<file path="config.mk">
export PLATFORM = sky130hd
export DESIGN_NAME = vram_scheduler
export DESIGN_NICKNAME = d
export VERILOG_FILES = /design/src/rtl/vram_pkg.sv /design/src/rtl/pixel_unpacker.sv /design/src/rtl/vram_scheduler.sv
export SDC_FILE = /design/constraint.sdc
export NUM_CORES = 1
export LEC_CHECK = 0
export BUFFER_PORTS_ARGS = -buffer_cell sky130_fd_sc_hd__clkbuf_2
export CORE_ASPECT_RATIO = 0.6
export CORE_MARGIN = 4
export CORE_UTILIZATION = 45
export DETAILED_ROUTE_END_ITERATION = 10
export PLACE_DENSITY = 0.81
export SYNTH_ARGS = -nofsm -noshare
export SYNTH_HDL_FRONTEND = slang
export SYNTH_HIERARCHICAL = 1
export SYNTH_SLANG_ARGS = --single-unit
</file>
<file path="constraint.sdc">
create_clock -name vclock -period 3.3 [get_ports vclock]
set_clock_uncertainty 0.2 [all_clocks]
set_input_delay 0.66 -clock vclock [delete_from_list [all_inputs] [get_ports vclock]]
set_output_delay 0.66 -clock vclock [all_outputs]
set_load 0.005 [all_outputs]
</file>
<file path="src/rtl/vram_pkg.sv">
// rtl/vram_pkg.sv - display geometry, memory word layout and read latency shared by the VRAM scheduler
package vram_pkg;

  localparam int PIX_W          = 4;
  localparam int PPW            = 4;
  localparam int WORD_W         = PIX_W * PPW;
  localparam int H_ACTIVE       = 1024;
  localparam int V_ACTIVE       = 768;
  localparam int H_LAST         = 1343;
  localparam int V_LAST         = 805;
  localparam int ADDR_W         = 18;
  localparam int WORDS_PER_LINE = H_ACTIVE / PPW;
  localparam int RD_LAT         = 2;

  // Word address of a pixel group within the frame buffer.
  function automatic logic [ADDR_W-1:0] word_addr(input logic [9:0] line, input logic [7:0] group);
    return ADDR_W'(line) * ADDR_W'(WORDS_PER_LINE) + ADDR_W'(group);
  endfunction

endpackage

</file>
<file path="src/rtl/pixel_unpacker.sv">
// rtl/pixel_unpacker.sv - captures fetched words after the read latency and serialises them into pixels
module pixel_unpacker #(
  parameter int PIX_W = vram_pkg::PIX_W,
  parameter int PPW   = vram_pkg::PPW
) (
  input  logic                   i_clk,
  input  logic                   i_reset,
  input  logic                   i_fetch,
  input  logic [PIX_W*PPW-1:0]   i_rd_data,
  input  logic [$clog2(PPW)-1:0] i_phase,
  input  logic                   i_blank,
  output logic [PIX_W-1:0]       o_pixel
);
  import vram_pkg::*;

  localparam int WORD_BITS = PIX_W * PPW;

  logic [RD_LAT-1:0]    r_fetch_pipe;
  logic [WORD_BITS-1:0] r_next_word;
  logic [WORD_BITS-1:0] r_cur_word;
  logic [PIX_W-1:0]     r_pixel;
  logic [PIX_W-1:0]     w_nibble;

  assign w_nibble = r_cur_word[int'(i_phase)*PIX_W +: PIX_W];
  assign o_pixel  = r_pixel;

  // Clearing the pipe drops any fetch issued before or during reset.
  always_ff @(posedge i_clk) begin
    if (i_reset) begin
      r_fetch_pipe <= '0;
      r_next_word  <= '0;
      r_cur_word   <= '0;
      r_pixel      <= '0;
    end else begin
      r_fetch_pipe <= {r_fetch_pipe[RD_LAT-2:0], i_fetch};
      if (r_fetch_pipe[RD_LAT-1]) begin
        r_next_word <= i_rd_data;
      end
      if (i_phase == {$clog2(PPW){1'b1}}) begin
        r_cur_word <= r_next_word;
      end
      r_pixel <= i_blank ? '0 : w_nibble;
    end
  end

endmodule

</file>
<file path="src/rtl/vram_scheduler.sv">
// rtl/vram_scheduler.sv - VRAM slot scheduler: display fetch slots plus round-robin writers; VRAM_BLANK_WRITE_EN limits writes to vertical blank
module vram_scheduler #(
  parameter int PIX_W    = vram_pkg::PIX_W,
  parameter int PPW      = vram_pkg::PPW,
  parameter int H_ACTIVE = vram_pkg::H_ACTIVE,
  parameter int V_ACTIVE = vram_pkg::V_ACTIVE,
  parameter int H_LAST   = vram_pkg::H_LAST,
  parameter int V_LAST   = vram_pkg::V_LAST,
  parameter int ADDR_W   = vram_pkg::ADDR_W
) (
  input  logic                 vclock,
  input  logic                 reset,
  input  logic [10:0]          hcount,
  input  logic [9:0]           vcount,
  input  logic                 blank,
  input  logic                 wr_req0,
  input  logic                 wr_req1,
  input  logic [ADDR_W-1:0]    wr_addr0,
  input  logic [ADDR_W-1:0]    wr_addr1,
  input  logic [PIX_W*PPW-1:0] wr_data0,
  input  logic [PIX_W*PPW-1:0] wr_data1,
  output logic                 wr_ack0,
  output logic                 wr_ack1,
  output logic [ADDR_W-1:0]    mem_addr,
  output logic                 mem_we,
  output logic [PIX_W*PPW-1:0] mem_din,
  input  logic [PIX_W*PPW-1:0] mem_dout,
  output logic [PIX_W-1:0]     pixel
);
  import vram_pkg::*;

  localparam int FETCH_H_END = H_ACTIVE - PPW;
  localparam int PREFETCH_H  = H_LAST + 1 - PPW;

  logic              w_phase0;
  logic              w_act_fetch;
  logic              w_pre_fetch;
  logic              w_slot;
  logic [9:0]        w_next_line;
  logic [ADDR_W-1:0] w_fetch_addr;
  logic              w_wr_ok;
  logic              w_gnt0;
  logic              w_gnt1;
  logic              r_rr;

  // Slot at group g of a line fetches group g+1; the last phase-0 of the line prefetches group 0 of the next.
  always_comb begin
    w_phase0     = (hcount[1:0] == 2'd0);
    w_next_line  = (vcount == 10'(V_LAST)) ? 10'd0 : vcount + 10'd1;
    w_act_fetch  = w_phase0 && (hcount < 11'(FETCH_H_END)) && (vcount < 10'(V_ACTIVE));
    w_pre_fetch  = w_phase0 && (hcount == 11'(PREFETCH_H)) && (w_next_line < 10'(V_ACTIVE));
    w_slot       = w_act_fetch || w_pre_fetch;
    w_fetch_addr = w_act_fetch ? ADDR_W'(word_addr(vcount, hcount[9:2] + 8'd1))
                               : ADDR_W'(word_addr(w_next_line, 8'd0));
  end

  always_comb begin
`ifdef VRAM_BLANK_WRITE_EN
    w_wr_ok = !reset && !w_slot && (vcount >= 10'(V_ACTIVE));
`else
    w_wr_ok = !reset && !w_slot;
`endif
    // r_rr names the writer that wins a tie.
    w_gnt0 = w_wr_ok && wr_req0 && (!wr_req1 || !r_rr);
    w_gnt1 = w_wr_ok && wr_req1 && (!wr_req0 ||  r_rr);
  end

  always_comb begin
    wr_ack0  = w_gnt0;
    wr_ack1  = w_gnt1;
    mem_we   = w_gnt0 || w_gnt1;
    mem_din  = w_gnt1 ? wr_data1 : wr_data0;
    mem_addr = w_slot ? w_fetch_addr : (w_gnt1 ? wr_addr1 : wr_addr0);
  end

  always_ff @(posedge vclock) begin
    if (reset) begin
      r_rr <= 1'b0;
    end else if (w_gnt0) begin
      r_rr <= 1'b1;
    end else if (w_gnt1) begin
      r_rr <= 1'b0;
    end
  end

  pixel_unpacker #(
    .PIX_W (PIX_W),
    .PPW   (PPW)
  ) u_unpacker (
    .i_clk     (vclock),
    .i_reset   (reset),
    .i_fetch   (w_slot),
    .i_rd_data (mem_dout),
    .i_phase   (hcount[1:0]),
    .i_blank   (blank),
    .o_pixel   (pixel)
  );

endmodule

</file>
# Word level (Yosys, flattened, before mapping)
# Cells that the tools add are included.
[word_totals]
in_bits = 110
n_memories = 0
mem_bits_ro = 0
latchBits = 0
elab_cells = 43
out_inout_bits = 41
reg_bits = 39
ram_bits = 0
[op_classes]
reduce_logical = 21
multipliers = 0
addsub = 3
div_mod_pow = 0
n_eq_ne = 3
shifts = 1
muxes = 7
order_cmp = 3
bitwise_logic = 0
[ops]
columns = ["operator", "count"]
rows = [
  ["18-bit 2-to-1 mux", 3],
  ["10-bit less-than comparator (second input constant)", 2],
  ["18-bit by 8-bit adder with 18-bit output", 1],
  ["16-bit 2-to-1 mux", 1],
  ["16-bit by 5-bit indexed part select with 4-bit output", 1],
  ["11-bit equality test (second input constant)", 1],
  ["11-bit by 10-bit less-than comparator with 1-bit output (second input constant)", 1],
  ["10-bit by 1-bit adder with 10-bit output (second input constant)", 1],
  ["10-bit equality test (second input constant)", 1],
  ["10-bit 2-to-1 mux", 1],
  ["1-bit logical AND", 9],
  ["8-bit by 1-bit adder with 8-bit output (second input constant)", 1],
  ["1-bit zero test", 5],
  ["1-bit logical OR", 4],
  ["2-bit equality test (second input constant)", 1],
  ["2-bit zero test", 1],
  ["1-bit 2-to-1 mux", 2],
  ["2-bit nonzero test", 1],
  ["2-bit OR reduction", 1],
]

# Longest topological paths before layout
# Gate-level depths: netlist of the first run.
[depth]
ltp_word = 11
depth_mapped = 8
depth_no_buf = 6

# Hierarchy
# The synthesis of the first run kept the hierarchy.
[modules_own_cells]
columns = ["mod", "seq_area_each_um2", "cells_each", "area_each_um2", "instances"]
rows = [
  ["pixel_unpacker", 760.7, 148, 1507.7, 1],
  ["vram_scheduler", 20.0, 183, 1273.7, 1],
]

# Worst setup path after synthesis of the first run
# Ideal clock, no wire load.
[synth_path]
kind = "input to output"
startpoint = "input vcount[0]"
endpoint = "output mem_addr[15]"
path_slack_ns = 0.255
t_required_ns = 2.440
path_buffers = 1
arrival_ns = 2.185
cell_stages = 7
cell_sequence = "ha_1 and3_1 a32o_1 a32oi_2 a2bb2oi_2 buf_4 mux2i_1"
[synth_between]
elab_chain_len = 11
elab_cells_between_ends = 16
classes_between = "add/sub (2); order compare (2); eq/ne (1); mux (4); reduce/logical (7)"
[synth_rtl]
columns = ["element", "line", "rtl"]
rows = [
  ["start: declaration", "vram_scheduler.sv:14", "input logic [9:0] vcount,"],
  ["10-bit by 1-bit adder with 10-bit output or 10-bit equality test (tied branches)", "vram_scheduler.sv:49", "w_next_line = (vcount == 10'(V_LAST)) ? 10'd0 : vcount + 10'd1;"],
  ["10-bit 2-to-1 mux", "vram_scheduler.sv:49", ""],
  ["10-bit less-than comparator", "vram_scheduler.sv:51", "w_pre_fetch = w_phase0 && (hcount == 11'(PREFETCH_H)) && (w_next_line < 10'(V_ACTIVE));"],
  ["1-bit logical AND", "vram_scheduler.sv:51", ""],
  ["1-bit logical OR", "vram_scheduler.sv:52", "w_slot = w_act_fetch || w_pre_fetch;"],
  ["1-bit zero test", "vram_scheduler.sv:61", "w_wr_ok = !reset && !w_slot;"],
  ["1-bit logical AND", "vram_scheduler.sv:61", ""],
  ["1-bit logical AND (2 in series)", "vram_scheduler.sv:65", "w_gnt1 = w_wr_ok && wr_req1 && (!wr_req0 || r_rr);"],
  ["18-bit 2-to-1 mux", "vram_scheduler.sv:73", "mem_addr = w_slot ? w_fetch_addr : (w_gnt1 ? wr_addr1 : wr_addr0);"],
  ["18-bit 2-to-1 mux *", "vram_scheduler.sv:73", ""],
  ["end: declaration", "vram_scheduler.sv:24", "output logic [ADDR_W-1:0] mem_addr,"],
]
# Every way passes the cells marked *; elsewhere a longest branch is shown, timed or not.

# Final worst setup path of the first run
[layout_path]
startpoint = "input hcount[7]"
endpoint = "output mem_addr[10]"
[layout_between]
elab_chain_len = 10
elab_cells_between_ends = 16
classes_between = "add/sub (2); order compare (1); eq/ne (1); mux (3); reduce/logical (9)"
[layout_rtl]
columns = ["element", "line", "rtl"]
rows = [
  ["start: declaration", "vram_scheduler.sv:13", "input logic [10:0] hcount,"],
  ["parallel branches: the longest is 9 deep, another holds 18-bit by 8-bit adder with 18-bit output", "n/a", ""],
  ["18-bit 2-to-1 mux *", "vram_scheduler.sv:73", ""],
]
# Mark *: on every way between the ends.

==> impl_results.md, run 1 <==
- Setup crit start kind: input pin
- Drt drc: 0
- Slowest CP cell: or4_4
- FP Rows: 21
- CTS Buf Count: 5
- Drt first pass iters: 5
- Post-synth EDFFs: 0
- Async S/R FF share, synth: 0%
- Flop-to-flop setup slack: 1.68 ns
- Final Cell Area: ~4100 um^2
- Flops & latches, synth: 39
- Worst hold margin: roughly 0.27 ns
- CTS sink cnt: 39
- RSZ-0062 raised after global routing: true
- Peak Freq: ~300 MHz
- Vias in the first global route: between 2k and 3k
- CTS clk-pin slew, worst paths: roughly 0.070 ns
- Chip width: around 110 um
- Synthesis-to-finish area growth: 46.4%
- Worst-margin pin slew: 0.963 ns
- Syn_area_per_cell: roughly 8.4 um^2
- Yosys cell types: 49
- Die Y-Extent: slightly below 70 um
- WP depth: 7
- Global-route wire length before repair: roughly 15000 um
- # setup viols final: 1
- Most area-hungry cell type in the Yosys netlist: dfxtp_1
- DR WL/cell: 17.0 um
- Final period utilization: 101%
- Critical Path RT: 2.44 ns
- Clock network power share: 33.7%
- Worst skew pair latency: 0.29 ns
- CTS tree: yes
- Seq/Total Area, Yosys: 28.1%
- Worst setup path endpoint: mem_addr[10]
- Layout cells sized above 1: between 40% and 50%
- DP HPWL: 7670 um
- Synthesized Nets: 444
- Total GRT Usage: about a quarter
- Setup WS pre-CTS: -0.306 ns
- Max IR drop VDD: 0.249 mV
- N_diodes: 0
- Cell Area, Synth: 2780 um^2
- Antenna violations before repair: 0
- Number of top-level pins: between 150 and 200
- CP startpoint: hcount[7]
- Via-to-Cell Ratio: between 5 and 6
- Worst R2R Start: u_unpacker/r_fetch_pipe[1]$_SDFF_PP0_
- Syn Inst Count: about 330
- Hold Path Class: reg -> reg
- Initial drt markers: around 230
- Routability Congestion: 1.02
- Minimum clock period after layout: about 3.3 ns
- Top FF cell, synth: dfxtp_1
- Cell Chain, Critical Path: buf_6 -> or4_4 -> or3_4 -> a2bb2oi_4 -> buf_12 -> mux2i_2 -> buf_2
- Worst path arrival time: between 2 and 2.5 ns
- DP Area: 3770 um^2
- Yosys top cell area share: approximately 28%
- Initial cell density of the core: 48.1%
- Drt total wl: 9850 um
- Slowest Stage Delay on Critical Path: ~0.53 ns
- CP max FO: 8
- Cell family with most CP delay: simple AND/OR/NAND/NOR gates
- YS warnings: 6
- Clock root cell: clkbuf_8
- Core ar.: roughly 5800 um^2
- Class of the most critical setup path: in -> out
- Pint: slightly below 0.0009 W
- Setup TNS: -0.0168 ns
- Placed cell count: around 570
- Combinational power share: a little over a quarter
- CTS max path bufs: 2
- Psw: ~0.00033 W
- Reg2reg path depth: 2
- Reg power frac: between 30% and 40%
- Count leader, synth: mux2i_1
- NumNets Final: ~600
- Vias post-DR: between 3k and 4k
- Max-capacitance violation count: 0
- Leak: about 1.8 nW
- Die ar.: 7540 um^2
- Reg2reg end: u_unpacker/r_next_word[4]$_SDFFE_PP0P_
- Post-CTS Hold Buffers: 0
- Largest net degree at the start of global routing: 41
- Port-buffer cells: 150
- Status: finished with violations
- Gr ovfl total: 0
- Slew Limit Fails: 0
- H-tree depth: 2
- Worst setup margin: -0.0168 ns
- Synth top area cells: dfxtp_1 (28%), mux2i_1 (18%), o22ai_1 (6.1%)
- Fin. Hold Viols: 0
- Switching share of power: ~27%
- Relative slew slack: 35.7%
- CP Capture Type: output port
- Failing checks: setup timing
- PD cells: around 300 nW/um^2
- Fin cells: around 580
- Antenna Violating Nets Remaining: 0
- Top cells by count, synth: mux2i_1 (50), nand2_1 (40), dfxtp_1 (39)
- Buf/Inv on CP: 3
flip-flops by register name, indices dropped and copies added, names as in the netlist:
signal,cells
u_unpacker/r_fetch_pipe,2
r_rr,1
u_unpacker/o_pixel,4
u_unpacker/r_cur_word,16
u_unpacker/r_next_word,16
cell families (layout without fill, tap and decap cells):
group | Yosys count | count (layout) | synth area share, %
and+or+nand+nor | 116 | 117 | 21.1
AOI/OAI and AO/OA | 80 | 80 | 21.0
muxes | 54 | 54 | 19.6
DFF | 39 | 39 | 28.1
buffers and inverters | 30 | 199 | 5.98
xor gates and xnor gates | 9 | 9 | 2.83
adders and majority gates | 3 | 3 | 1.35
cell type report:
cell class | instances | area [um^2]
multi-input combinational | 263 | 1930
fill | 479 | 1710
timing repair buffer | 188 | 1130
sequential | 39 | 781
tap | 80 | 100
clock buffer | 6 | 82.6
clock inverter | 2 | 35.0
inverter | 3 | 11.3
per-stage QoR:
stage / util, % / total power, W
floorplan: - / 0.000631
global placement: 65.3 / 0.000786
detailed placement: 65.3 / 0.000795
CTS: 68.7 / 0.00121
global route: 70.5 / 0.00128
finish: 70.5 / 0.00122
worst min path at each step:
stage / endpoint / slack, ns / start / cells after the start
after floorplan: u_unpacker/r_fetch_pipe[1]$_SDFF_PP0_ / 0.21 / u_unpacker/r_fetch_pipe[0]$_SDFF_PP0_ / 1
after global placement: u_unpacker/r_fetch_pipe[1]$_SDFF_PP0_ / 0.22 / u_unpacker/r_fetch_pipe[0]$_SDFF_PP0_ / 1
after detailed placement: u_unpacker/r_fetch_pipe[1]$_SDFF_PP0_ / 0.25 / u_unpacker/r_fetch_pipe[0]$_SDFF_PP0_ / 1
after CTS: u_unpacker/r_fetch_pipe[1]$_SDFF_PP0_ / 0.26 / u_unpacker/r_fetch_pipe[0]$_SDFF_PP0_ / 1
final: u_unpacker/r_fetch_pipe[1]$_SDFF_PP0_ / 0.27 / u_unpacker/r_fetch_pipe[0]$_SDFF_PP0_ / 1
after global routing: u_unpacker/r_fetch_pipe[1]$_SDFF_PP0_ / 0.28 / u_unpacker/r_fetch_pipe[0]$_SDFF_PP0_ / 1
power by group through the flow:
stage | Clock, W | Sequential, W | Combinational, W
floorplan | 0 | 0.000486 | 0.000144
global placement | 0 | 0.000488 | 0.000298
detailed placement | 0 | 0.000488 | 0.000307
CTS | 0.000418 | 0.000477 | 0.000317
global route | 0.000441 | 0.000478 | 0.000359
finish | 0.000411 | 0.000477 | 0.000332
layout by cell type, fill, tap and decap left out, types with 5 or more instances in the layout:
cell	n
buf_6	5
nor2_1	21
nand3_1	26
nand2_1	40
a21bo_1	6
clkbuf_2	140
clkbuf_8	7
o22ai_1	27
buf_4	33
xor2_1	7
dfxtp_1	39
a21oi_1	18
buf_2	5
a21bo_2	10
mux2i_1	48
timing repair:
action,CTS,global route
cloned,1,1
gates resized for setup,5,24
pin swaps,0,7
endpoints found under the setup margin,27,23
buffers inserted,3,1
routing by layer:
layer / wire, um / track usage (%)
met5: 0 / 0
met4: 108 / 4.98
met3: 753 / 5.58
met2: 4540 / 41.5
met1: 4450 / 33.3
(Power assumes the default switching activity.)
==> run 2, diff against run 1 <==
--- a/config.mk
+++ b/config.mk
@@ -11,6 +11,7 @@
 export CORE_UTILIZATION = 45
 export DETAILED_ROUTE_END_ITERATION = 10
 export PLACE_DENSITY = 0.81
+export REMOVE_ABC_BUFFERS = 1
 export SYNTH_ARGS = -nofsm -noshare
 export SYNTH_HDL_FRONTEND = slang
 export SYNTH_HIERARCHICAL = 1
==> constraint.sdc (replaced) <==
create_clock -name vclock -period 3.3 [get_ports vclock]
set_clock_uncertainty 0.2 [all_clocks]
set_input_delay 0.165 -clock vclock [delete_from_list [all_inputs] [get_ports vclock]]
set_output_delay 0.165 -clock vclock [all_outputs]
set_load 0.005 [all_outputs]
==> run 2 against run 1 <==
  * The run now ends clean
  * Sequential share of layout area is 1.3 points higher
  * Total power is 10% lower
  * Largest cell class unchanged
  * Die area stayed put
  * Clock-buffer cell count stayed put
  * Final area is 6.2% lower
  * Critical path type unchanged
  * Worst hold slack worse by 0.24 ns
==> impl_results.md, run 2 (synthesis results as in run 1) <==
- Status: finished clean
- DP HPWL: 6480 um (-16%)
- Reg2reg path depth: 2 (unchanged)
- Critical Path RT: 2.93 ns (+0.49 ns)
- Cell family with most CP delay: compound AO/OA/AOI/OAI gates
- Gr ovfl total: 0 (unchanged)
- Hold depth: 3 (+2)
- Final period utilization: 87.3% (-13 points)
- Setup TNS: 0 ns (+0.0168 ns)
- Minimum clock period after layout: 2.88 ns (-0.437 ns)
- Chip width: 109 um (unchanged)
- CP Capture Type: output port
- Slew Limit Fails: 0 (unchanged)
- PD cells: 287 nW/um^2 (-4.2%)
- Setup crit start kind: input pin
- CTS Buf Count: 5 (unchanged)
- H-tree depth: 2 (unchanged)
- Reg2reg end: u_unpacker/r_next_word[4]$_SDFFE_PP0P_
- Combinational power share: 27.6% (+0.4 points)
- CTS max path bufs: 2 (unchanged)
- Buf/Inv on CP: 3 (unchanged)
- Global-route wire length before repair: 12900 um (-11%)
- Port-buffer cells: 150 (unchanged)
- Vias post-DR: 3050 (-6.1%)
- Number of top-level pins: 151 (unchanged)
- Core ar.: 5780 um^2 (unchanged)
- Setup WS pre-CTS: 0.439 ns (+0.745 ns)
- Drt total wl: 8550 um (-13%)
- Switching share of power: 27.9% (+0.64 points)
- CTS tree: yes
- Min-Delay Endpoint: u_unpacker/o_pixel[3]$_SDFF_PP0_
- Most common cell after layout, fill and taps aside: clkbuf_2
- Fin cells: 565 (-2.8%)
- NumNets Final: 598 (-2.4%)
- RSZ-0062 raised after global routing: false
- Die Y-Extent: 68.9 um (unchanged)
- Antenna violations before repair: 0 (unchanged)
- Layout cells sized above 1: 38.8% (-6.7 points)
- Vias in the first global route: 2744 (-8.1%)
- Worst setup margin: 0.420 ns (+0.437 ns)
- Slowest Stage Delay on Critical Path: 0.43 ns (-0.10 ns)
- Hold Path Class: in -> reg
- Max IR drop VDD: 0.141 mV (-43%)
- Worst skew pair latency: 0.28 ns (about the same)
- Die ar.: 7540 um^2 (unchanged)
- Largest net degree at the start of global routing: 41 (unchanged)
- Clock root cell: clkbuf_8
- Routability Congestion: 0.954 (-6.3%)
- FP Rows: 21 (unchanged)
- Post-CTS Setup Inserts: 0 (-3)
- Cell Chain, Critical Path: clkbuf_2 -> ha_1 -> and3_1 -> a32o_1 -> a32oi_2 -> a2bb2oi_4 -> buf_12 -> mux2i_1 -> clkbuf_2
- Post-layout util: 66.1% (-4.4 points)
- Most frequent CP cell: clkbuf_2
- Worst R2R Start: u_unpacker/r_fetch_pipe[1]$_SDFF_PP0_
- Relative slew slack: 34.6% (-1.1 points)
- CTS clk-pin slew, worst paths: 0.07 ns (about the same)
- N_diodes: 0 (unchanged)
- Antenna Violating Nets Remaining: 0 (unchanged)
- Slowest CP cell: a2bb2oi_4
- Peak Freq: 347 MHz (+15%)
- Fin. Hold Viols: 0 (unchanged)
- Worst-margin pin slew: 0.977 ns (+0.0143 ns)
- Leak: 1.69 nW (-7.3%)
- Most frequent cells in the layout: clkbuf_2 (150), mux2i_1 (50), nand2_1 (40)
- Total GRT Usage: 21.7% (-3.1 points)
- Layout filler cell count: 502 (+4.8%)
- # setup viols final: 0 (-1)
- Max-capacitance violation count: 0 (unchanged)
- Reg power frac: 43.5% (+4.4 points)
- Pint: 0.000791 W (-11%)
- Drt first pass iters: 5 (unchanged)
- Initial cell density of the core: 48.1% (unchanged)
- Initial drt markers: 228 (unchanged)
- Clock network power share: 28.8% (-4.9 points)
- Flop-to-flop setup slack: 1.65 ns (-0.03 ns)
- Worst Hold Launch: blank
- Psw: 0.000305 W (-8.0%)
- Worst path arrival time: 2.51 ns (+0.05 ns)
- Placed cell count: 542 (-4.4%)
- Drt drc: 0 (unchanged)
- Class of the most critical setup path: in -> out
- CP max FO: 26 (+18)
- DR WL/cell: 15.1 um (-11%)
- Resized Gates After CTS: 0 (-5)
- Via-to-Cell Ratio: 5.40 (-3.4%)
- CTS sink cnt: 39 (unchanged)
- Synthesis-to-finish area growth: 37.4%
## run 2: cell types whose count changed in the layout (fill, tap and decap cells not counted), moves of 2 or more
cell | before | now
dlygate4sd3_1 | 0 | 16
mux2i_2 | 2 | 0
buf_2 | 5 | 0
buf_6 | 5 | 0
buf_4 | 33 | 7
buf_12 | 3 | 1
clkbuf_2 | 140 | 150
mux2i_1 | 48 | 50
## run 2: per-stage QoR
stage | area (um^2) | hold WS, ns | power [W]
2_1_floorplan | 2630 | 0.0341 | 0.000607
3_3_place_gp | 3570 | 0.200 | 0.000766
3_5_place_dp | 3570 | 0.209 | 0.000774
4_1_cts | 3820 | 0.0111 | 0.00110
5_1_grt | 3820 | 0.0266 | 0.00116
6_report | 3820 | 0.0222 | 0.00110
## run 2: metal layers
layer | part of all wire [%] | track usage (%) | up-vias | wire length [um]
met5 | 0 | 0 | - | 0
met4 | 0.91 | 4.82 | 0 | 78
met3 | 8.4 | 4.93 | 12 | 717
met2 | 45 | 36.2 | 134 | 3880
met1 | 45 | 28.9 | 1381 | 3870
li1 | - | - | 1523 | -
## run 2: timing repair
action	in CTS	in global routing
setup endpoints to repair	0	0
hold buffers	16	0
hold endpoints to repair	16	0
## run 2: area by class of cell
cell class,instances,area [um^2],share of cell area (%)
repair buffers,174,983,25.7
clock buffers,6,82.6,2.16
flip-flops and latches,39,781,20.4
inverters,3,11.3,0.295
well taps,80,100,2.62
multi-input cells,262,1860,48.6
clock inverters,1,5.00,0.131
## run 2: worst max-delay path by stage
stage / depth (start not counted) / to / startpoint
after floorplan: 4 / mem_din[14] / r_rr$_SDFFE_PP0P_
after global routing: 9 / mem_addr[14] / vcount[0]
final: 9 / mem_addr[14] / vcount[0]
after global placement: 9 / mem_addr[11] / vcount[0]
after CTS: 9 / mem_addr[14] / vcount[0]
after detailed placement: 9 / mem_addr[14] / vcount[0]
## run 2: power groups by stage
stage / clock [W] / combinational, W / sequential (W)
6_report: 0.000316 / 0.000303 / 0.000477
3_5_place_dp: 0 / 0.000286 / 0.000488
5_1_grt: 0.000348 / 0.000331 / 0.000477
3_3_place_gp: 0 / 0.000278 / 0.000488
2_1_floorplan: 0 / 0.000120 / 0.000487
4_1_cts: 0.000323 / 0.000302 / 0.000477
## run 2: worst min-delay path, cell delays in order
cell      delay, ns
clkbuf_2       0.09
or3_4          0.14
o22ai_1        0.06
